$ cat src/rtl/seg7_pkg.sv
// Shared constants for the 7-segment scan controller: blank pattern, hex glyph table
// and scan-index width helper.
package seg7_pkg;

  localparam logic [6:0] SEG_BLANK = 7'h00;

  // Active-high {g,f,e,d,c,b,a} glyphs for 0..F
  localparam logic [6:0] HEX_SEG [16] = '{
    7'h3F, 7'h06, 7'h5B, 7'h4F, 7'h66, 7'h6D, 7'h7D, 7'h07,
    7'h7F, 7'h6F, 7'h77, 7'h7C, 7'h39, 7'h5E, 7'h79, 7'h71
  };

  function automatic int idx_width(input int n);
    return (n <= 1) ? 1 : $clog2(n);
  endfunction

endpackage

$ cat src/rtl/seg7_scan_ctrl_if.sv
// Register-file side to display-pin side bundle for seg7_scan_ctrl.
// Optional brightness_i member exists only when SEG7_SCAN_DIM_EN is defined.
interface seg7_scan_ctrl_if #(
  parameter int NUM_DIGITS = 4
);

  logic [4*NUM_DIGITS-1:0] digits_i;
  logic [NUM_DIGITS-1:0]   dp_i;
  logic [NUM_DIGITS-1:0]   blank_i;
`ifdef SEG7_SCAN_DIM_EN
  logic [3:0]              brightness_i;
`endif
  logic [NUM_DIGITS-1:0]   an_o;
  logic [7:0]              seg_o;
  logic                    frame_tick_o;

`ifdef SEG7_SCAN_DIM_EN
  modport master (
    output digits_i, dp_i, blank_i, brightness_i,
    input  an_o, seg_o, frame_tick_o
  );
  modport slave (
    input  digits_i, dp_i, blank_i, brightness_i,
    output an_o, seg_o, frame_tick_o
  );
`else
  modport master (
    output digits_i, dp_i, blank_i,
    input  an_o, seg_o, frame_tick_o
  );
  modport slave (
    input  digits_i, dp_i, blank_i,
    output an_o, seg_o, frame_tick_o
  );
`endif

endinterface

$ cat src/rtl/seg7_hex_decode.sv
// Combinational hex nibble to active-high 7-segment pattern.
module seg7_hex_decode
  import seg7_pkg::*;
(
  input  logic [3:0] nibble,
  output logic [6:0] seg
);

  assign seg = HEX_SEG[nibble];

endmodule

$ cat src/rtl/seg7_scan_ctrl.sv
// Time-multiplexed N-digit 7-segment driver with guard gap and frame-synchronous shadowing.
// Define SEG7_SCAN_DIM_EN to add the brightness_i PWM dimming input.
module seg7_scan_ctrl
  import seg7_pkg::*;
#(
  parameter int NUM_DIGITS     = 4,
  parameter int PRESCALE       = 100000,
  parameter int AN_ACTIVE_LOW  = 1,
  parameter int SEG_ACTIVE_LOW = 1
) (
  input  logic             clk,
  input  logic             reset,
  seg7_scan_ctrl_if.slave  bus
);

  localparam int CNT_W = $clog2(PRESCALE);
  localparam int IDX_W = idx_width(NUM_DIGITS);

  localparam logic [CNT_W-1:0] CNT_LAST = CNT_W'(PRESCALE - 1);
  localparam logic [IDX_W-1:0] IDX_LAST = IDX_W'(NUM_DIGITS - 1);

  localparam logic [NUM_DIGITS-1:0] AN_OFF  = {NUM_DIGITS{AN_ACTIVE_LOW != 0}};
  localparam logic [7:0]            SEG_OFF = {8{SEG_ACTIVE_LOW != 0}};

  function automatic logic [NUM_DIGITS-1:0] an_drive(input logic [NUM_DIGITS-1:0] v);
    return (AN_ACTIVE_LOW != 0) ? ~v : v;
  endfunction

  function automatic logic [7:0] seg_drive(input logic [7:0] v);
    return (SEG_ACTIVE_LOW != 0) ? ~v : v;
  endfunction

  logic [CNT_W-1:0]        cnt_p0;
  logic [IDX_W-1:0]        idx_p0;
  logic [4*NUM_DIGITS-1:0] sh_digits_p0;
  logic [NUM_DIGITS-1:0]   sh_dp_p0;
  logic [NUM_DIGITS-1:0]   sh_blank_p0;

  logic [NUM_DIGITS-1:0]   an_p1;
  logic [7:0]              seg_p1;
  logic                    tick_p1;

  logic                    term;
  logic                    last;
  logic                    frame_end;
  logic [CNT_W-1:0]        cnt_nxt;
  logic [IDX_W-1:0]        idx_nxt;
  logic [4*NUM_DIGITS-1:0] digits_nxt;
  logic [NUM_DIGITS-1:0]   dp_nxt;
  logic [NUM_DIGITS-1:0]   blank_nxt;
  logic [3:0]              nib_nxt;
  logic [6:0]              hex_seg;
  logic                    anode_en;
  logic [NUM_DIGITS-1:0]   an_ah;
  logic [7:0]              seg_ah;

`ifdef SEG7_SCAN_DIM_EN
  logic [3:0]              dim_cnt_p0;
  logic [3:0]              dim_nxt;
  assign dim_nxt  = dim_cnt_p0 + 4'd1;
  assign anode_en = (dim_nxt <= bus.brightness_i);
`else
  assign anode_en = 1'b1;
`endif

  // Next-state view: output registers are computed from the state they will sit beside
  always_comb begin
    term      = (cnt_p0 == CNT_LAST);
    last      = (idx_p0 == IDX_LAST);
    frame_end = term && last;
    cnt_nxt   = term ? '0 : cnt_p0 + 1'b1;
    idx_nxt   = idx_p0;
    if (term) begin
      idx_nxt = last ? '0 : idx_p0 + 1'b1;
    end
    digits_nxt = frame_end ? bus.digits_i : sh_digits_p0;
    dp_nxt     = frame_end ? bus.dp_i     : sh_dp_p0;
    blank_nxt  = frame_end ? bus.blank_i  : sh_blank_p0;
    nib_nxt    = digits_nxt[{idx_nxt, 2'b00} +: 4];
  end

  seg7_hex_decode u_dec (
    .nibble (nib_nxt),
    .seg    (hex_seg)
  );

  always_comb begin
    an_ah  = '0;
    seg_ah = {1'b0, SEG_BLANK};
    if (cnt_nxt != '0) begin
      an_ah[idx_nxt] = anode_en;
      if (!blank_nxt[idx_nxt]) begin
        seg_ah = {dp_nxt[idx_nxt], hex_seg};
      end
    end
  end

  // Stage p0: prescaler, scan index, shadows; stage p1: polarity-adjusted pin registers
  always_ff @(posedge clk or posedge reset) begin
    if (reset) begin
      cnt_p0       <= '0;
      idx_p0       <= '0;
      sh_digits_p0 <= '0;
      sh_dp_p0     <= '0;
      sh_blank_p0  <= '1;
`ifdef SEG7_SCAN_DIM_EN
      dim_cnt_p0   <= '0;
`endif
      an_p1        <= AN_OFF;
      seg_p1       <= SEG_OFF;
      tick_p1      <= 1'b0;
    end else begin
      cnt_p0       <= cnt_nxt;
      idx_p0       <= idx_nxt;
      sh_digits_p0 <= digits_nxt;
      sh_dp_p0     <= dp_nxt;
      sh_blank_p0  <= blank_nxt;
`ifdef SEG7_SCAN_DIM_EN
      dim_cnt_p0   <= dim_nxt;
`endif
      an_p1        <= an_drive(an_ah);
      seg_p1       <= seg_drive(seg_ah);
      tick_p1      <= frame_end;
    end
  end

  assign bus.an_o         = an_p1;
  assign bus.seg_o        = seg_p1;
  assign bus.frame_tick_o = tick_p1;

endmodule
$ cat src/flat_wrapper.sv
// flat-port wrapper written by rule: the top's interface ports become plain ports
module seg7_scan_ctrl_flat import seg7_pkg::*;
#(
  parameter int NUM_DIGITS     = 4,
  parameter int PRESCALE       = 100000,
  parameter int AN_ACTIVE_LOW  = 1,
  parameter int SEG_ACTIVE_LOW = 1
)
  (clk, reset, bus_digits_i, bus_dp_i, bus_blank_i, bus_an_o, bus_seg_o, bus_frame_tick_o);
  seg7_scan_ctrl_if #(.NUM_DIGITS(NUM_DIGITS)) bus_i ();
  input  logic clk;
  input  logic reset;
  input wire logic [$bits(bus_i.digits_i)-1:0] bus_digits_i;
  input wire logic [$bits(bus_i.dp_i)-1:0] bus_dp_i;
  input wire logic [$bits(bus_i.blank_i)-1:0] bus_blank_i;
  output wire logic [$bits(bus_i.an_o)-1:0] bus_an_o;
  output wire logic [$bits(bus_i.seg_o)-1:0] bus_seg_o;
  output wire logic [$bits(bus_i.frame_tick_o)-1:0] bus_frame_tick_o;
  assign bus_i.digits_i = bus_digits_i;
  assign bus_i.dp_i = bus_dp_i;
  assign bus_i.blank_i = bus_blank_i;
  assign bus_an_o = bus_i.an_o;
  assign bus_seg_o = bus_i.seg_o;
  assign bus_frame_tick_o = bus_i.frame_tick_o;
  seg7_scan_ctrl #(.NUM_DIGITS(NUM_DIGITS), .PRESCALE(PRESCALE), .AN_ACTIVE_LOW(AN_ACTIVE_LOW), .SEG_ACTIVE_LOW(SEG_ACTIVE_LOW)) u_core (.clk(clk), .reset(reset), .bus(bus_i));
endmodule
$ cat config.mk
export PLATFORM = sky130hd
export DESIGN_NAME = seg7_scan_ctrl_flat
export DESIGN_NICKNAME = d
export VERILOG_FILES = /design/src/rtl/seg7_pkg.sv /design/src/rtl/seg7_scan_ctrl_if.sv /design/src/rtl/seg7_hex_decode.sv /design/src/rtl/seg7_scan_ctrl.sv /design/src/flat_wrapper.sv
export SDC_FILE = /design/constraint.sdc
export NUM_CORES = 1
export LEC_CHECK = 0
export CAP_MARGIN = 20
export CORE_ASPECT_RATIO = 1.2
export CORE_MARGIN = 3
export CORE_UTILIZATION = 52
export DETAILED_ROUTE_END_ITERATION = 10
export GPL_ROUTABILITY_DRIVEN = 0
export PLACE_DENSITY = 0.84
export SLEW_MARGIN = 20
export SYNTH_ARGS = -nofsm -noshare
export SYNTH_HDL_FRONTEND = slang
export SYNTH_HIERARCHICAL = 1
export SYNTH_SLANG_ARGS = --single-unit
export TNS_END_PERCENT = 10
$ cat constraint.sdc
create_clock -name clk -period 4.2 [get_ports clk]
set_clock_uncertainty 0.2 [all_clocks]
set_input_delay 0.63 -clock clk [delete_from_list [all_inputs] [get_ports clk]]
set_output_delay 0.63 -clock clk [all_outputs]
set_load 0.05 [all_outputs]
==> metrics.txt, run 1 <==
# TYPE chip_impl_metric gauge
chip_impl_info{name="worstHoldPathType",value="register to register"} 1
chip_impl_metric{name="synth.distinct_cells",unit=""} 59
chip_impl_metric{name="post_synth_net_total",unit=""} 316
chip_impl_metric{name="post_synth_instance_area",unit="um2"} 3147
chip_impl_metric{name="drt-wirelength-per-cell",unit="um"} 16.26
chip_impl_info{name="hold_start",value="u_core/sh_digits_p0[11]"} 1
chip_impl_info{name="cpMaxStageDelayCell",value="sky130_fd_sc_hd__nor3_4"} 1
chip_impl_info{name="yosys.cell_count.top_type",value="sky130_fd_sc_hd__dfrtp_1"} 1
chip_impl_metric{name="dp_hpwl",unit="um"} 4797
chip_impl_info{name="cp_cell_sequence",value="ha_1, and4_1, nand4_1, nor3_4, mux2_2, mux2i_1, mux2i_2, inv_1, ha_1, inv_1, mux4_2, nand3_1"} 1
chip_impl_metric{name="reg2reg_slack",unit="ns"} 0.31
chip_impl_metric{name="via_count",unit=""} 2287
chip_impl_metric{name="antenna_cells",unit=""} 0
chip_impl_metric{name="slew_violations",unit=""} 0
chip_impl_metric{name="drt_first_iter_violations",unit=""} 208
chip_impl_metric{name="slowest_delay",unit="ns"} 0.44
chip_impl_metric{name="die-area",unit="um2"} 7025
chip_impl_info{name="ys_dominant_reg_cell",value="sky130_fd_sc_hd__dfrtp_1"} 1
chip_impl_metric{name="ir_drop",unit="mV"} 0.2195
chip_impl_metric{name="holdWs",unit="ns"} 0.3091
chip_impl_metric{name="synth_top_area_share",unit=""} 0.3181
chip_impl_metric{name="synth-seq-area-share",unit=""} 0.4517
chip_impl_metric{name="placeableCoreArea",unit="um2"} 5743
chip_impl_metric{name="period_minus_slack",unit="ns"} 3.895
chip_impl_metric{name="initial_core_util",unit=""} 0.5479
chip_impl_metric{name="numCtsBuffers",unit=""} 5
chip_impl_metric{name="synth_area_per_cell",unit="um2"} 11.20
chip_impl_metric{name="floorplan.die.width",unit="um"} 77.02
chip_impl_metric{name="final_non_filler_cell_total",unit=""} 398
chip_impl_info{name="post-synth-top-area-cell",value="sky130_fd_sc_hd__dfrtp_1"} 1
chip_impl_metric{name="post_layout_nets",unit=""} 352
chip_impl_metric{name="routed_wirelength",unit="um"} 6470
chip_impl_info{name="synth_common_cells",value="sky130_fd_sc_hd__dfrtp_1, sky130_fd_sc_hd__mux2_2, sky130_fd_sc_hd__nand3_1"} 1
chip_impl_info{name="worst_r2r_dst",value="u_core/bus.seg_o[3]"} 1
chip_impl_metric{name="drt_first_pass_iters",unit=""} 4
chip_impl_info{name="cpLargestDelayFamily",value="multiplexers"} 1
chip_impl_metric{name="bufs_on_longest_clock_path",unit=""} 2
chip_impl_metric{name="layout_cells_sized_above_1",unit=""} 0.2453
chip_impl_info{name="tritoncts",value="done"} 1
chip_impl_info{name="cts-root-buf",value="sky130_fd_sc_hd__clkbuf_8"} 1
chip_impl_metric{name="fillers",unit=""} 432
chip_impl_metric{name="detail_route.wirelength.met1",unit="um"} 2784
chip_impl_metric{name="grt-ovfl-total",unit=""} 0
chip_impl_info{name="status",value="finished, final reports clean"} 1
chip_impl_metric{name="worst_slew_margin_rel",unit=""} 0.3697
chip_impl_metric{name="report.final.setup_viol",unit=""} 0
chip_impl_metric{name="layout-area-overhead-vs-synth",unit="%"} 17.02
chip_impl_metric{name="fp.dieH",unit="um"} 91.22
chip_impl_info{name="hold_end",value="u_core/sh_digits_p0[11]"} 1
chip_impl_metric{name="clock_sinks",unit=""} 56
chip_impl_metric{name="yosys_register_bits",unit=""} 56
chip_impl_info{name="top_layer_used",value="met4"} 1
chip_impl_metric{name="max_freq",unit="GHz"} 0.2568
chip_impl_info{name="rr_startpoint",value="u_core/cnt_p0[0]"} 1
chip_impl_metric{name="ff2ff_path_depth",unit=""} 12
chip_impl_metric{name="total_met2_wirelength_after_detailed_routing",unit="um"} 3410
chip_impl_metric{name="total_power",unit="uW"} 880.1
chip_impl_metric{name="critical_path_buf_inv_count",unit=""} 2
chip_impl_metric{name="route.detailed.vias_per_inst",unit=""} 5.746
chip_impl_metric{name="first_global_vias",unit=""} 2354
chip_impl_metric{name="antenna_found_initial",unit=""} 0
chip_impl_metric{name="p_leak",unit="nW"} 1.627
chip_impl_metric{name="hold_violations",unit=""} 0
chip_impl_metric{name="placed_cells_incl_taps",unit=""} 387
chip_impl_metric{name="setup-tns-final",unit="ns"} 0
chip_impl_metric{name="postSynth.asyncResetShare",unit=""} 1.000
chip_impl_metric{name="cp.arrival",unit="ns"} 3.95
chip_impl_metric{name="ios",unit=""} 39
chip_impl_metric{name="power_density",unit="nW/um2"} 239.0
chip_impl_metric{name="drc_errors",unit=""} 0
chip_impl_metric{name="clk_pin_slew_worst_paths",unit="ns"} 0.11
chip_impl_metric{name="synth.yosys.warnings",unit=""} 6
chip_impl_metric{name="route.met3.wl",unit="um"} 188
chip_impl_info{name="unrepaired_setup_endpoints_after_global_routing",value="false"} 1
chip_impl_metric{name="ant_nets",unit=""} 0
chip_impl_info{name="worst_setup_path_end_kind",value="register"} 1
chip_impl_metric{name="worst-endpoint-required",unit="ns"} 4.26
chip_impl_metric{name="period_share",unit=""} 0.9273
chip_impl_metric{name="grt_start_max_net_pins",unit=""} 44
chip_impl_info{name="cp-start-kind",value="register"} 1
chip_impl_metric{name="grt_first_pass_wirelength",unit="um"} 11150
chip_impl_metric{name="cts_hold_repair.buffers",unit=""} 0
chip_impl_metric{name="worst-slew-pin-transition",unit="ns"} 0.9192
chip_impl_metric{name="cp_max_fo",unit=""} 9
chip_impl_metric{name="numPortBuffers",unit=""} 38
chip_impl_metric{name="maximum_level_of_the_cts_h_tree",unit=""} 2
chip_impl_metric{name="max_cap_violations",unit=""} 0
chip_impl_metric{name="grt_usage",unit=""} 0.1950
chip_impl_metric{name="synth_enable_flop_cells",unit=""} 0
chip_impl_metric{name="clk_latency",unit="ns"} 0.31
chip_impl_metric{name="num_rows",unit=""} 30
chip_impl_info{name="ys_top_cells_by_area",value="sky130_fd_sc_hd__dfrtp_1, sky130_fd_sc_hd__dfstp_2, sky130_fd_sc_hd__mux2_2"} 1
chip_impl_metric{name="synth_cells",unit=""} 281
chip_impl_metric{name="hold-path-cell-count",unit=""} 1
chip_impl_info{name="critPathKind",value="register to register"} 1
==> power by group <==
part	internal, mW	switching [mW]	leakage (nW)
clock	0.120	0.185	0.0485
sequential	0.540	0	0.711
combinational	0.0211	0.0146	0.868
total	0.681	0.199	1.63
==> cell type report <==
class / count / area [um2] / share of cell area
Clock buffer: 5 / 68.82 / 0.01869
Multi-Input combinational cell: 196 / 1585 / 0.4305
Sequential cell: 56 / 1421 / 0.3860
Clock inverter: 3 / 22.52 / 0.006116
Timing Repair Buffer: 45 / 432.9 / 0.1176
Inverter: 13 / 51.30 / 0.01393
Tap cell: 80 / 100.1 / 0.02718
==> sequential cells by signal, summed over array words and instances, names as in the netlist <==
register,count
u_core/sh_dp_p0,4
u_core/bus.seg_o,8
u_core/sh_digits_p0,16
u_core/cnt_p0,17
u_core/bus.an_o,4
u_core/idx_p0,2
u_core/sh_blank_p0,4
u_core/bus.frame_tick_o,1
==> layer usage <==
layer / global-route usage / vias to the layer above
li1: - / 1086
met1: 0.2463 / 1140
met2: 0.3423 / 52
met3: 0.02381 / 9
met4: 0.06973 / 0
met5: 0 / -
==> worst max path at each step <==
stage	start	end	slack, ns	cells after the start
2_1_floorplan	u_core/cnt_p0[0]	u_core/bus.seg_o[3]	0.67	14
3_5_place_dp	u_core/cnt_p0[0]	u_core/bus.seg_o[3]	0.19	12
3_3_place_gp	u_core/cnt_p0[0]	u_core/bus.seg_o[3]	0.46	12
6_report	u_core/cnt_p0[0]	u_core/bus.seg_o[3]	0.31	12
5_1_grt	u_core/cnt_p0[0]	u_core/bus.seg_o[1]	0.009	11
4_1_cts	u_core/cnt_p0[0]	u_core/bus.seg_o[3]	0.17	12
==> cell usage in the layout (no fill, tap or decap), drive strengths merged, types with 4 or more instances in the layout <==
master / count
nor4: 6
mux2: 28
inv: 14
mux2i: 17
nand4: 7
clkdlybuf4s50: 38
nand3: 25
buf: 7
nor3: 8
nand2: 6
nor2: 19
dfrtp: 40
ha: 9
o21ai: 5
xnor2: 10
clkbuf: 5
a21boi: 4
dfstp: 16
xor2: 8
==> cell families after synthesis <==
family / count (synthesis) / synth area share
buffers and inverters: 29 / 0.04732
xor gates and xnor gates: 18 / 0.05010
DFF: 56 / 0.4517
adders and majority gates: 9 / 0.03579
muxes: 46 / 0.1614
and+or+nand+nor: 93 / 0.1829
AOI/OAI and AO/OA: 30 / 0.07078
==> what timing repair did <==
item                                    CTS  global route
endpoints found under the setup margin    0             4
buffers inserted                          0             3
resized for setup                         0             2
==> through the flow <==
| step | setup slack, ns | area (um2) | util |
|---|---|---|---|
| 2_1_floorplan | 0.6738 | 3147 | - |
| 4_1_cts | 0.1737 | 3651 | 0.6357 |
| 3_5_place_dp | 0.1914 | 3560 | 0.6198 |
| 3_3_place_gp | 0.4646 | 3560 | 0.6198 |
| 6_report | 0.3054 | 3682 | 0.6412 |
| 5_1_grt | 0.008901 | 3682 | 0.6412 |
Note: power is estimated with default switching activity, not from simulation.
==> run 2, diff against run 1 <==
--- a/config.mk
+++ b/config.mk
@@ -9,6 +9,7 @@
 export CORE_ASPECT_RATIO = 1.2
 export CORE_MARGIN = 3
 export CORE_UTILIZATION = 52
+export CTS_CLUSTER_SIZE = 30
 export DETAILED_ROUTE_END_ITERATION = 10
 export GPL_ROUTABILITY_DRIVEN = 0
 export PLACE_DENSITY = 0.84
==> results of run 2 <==
The final DEF is identical to that of run 1; final timing and power are the same.
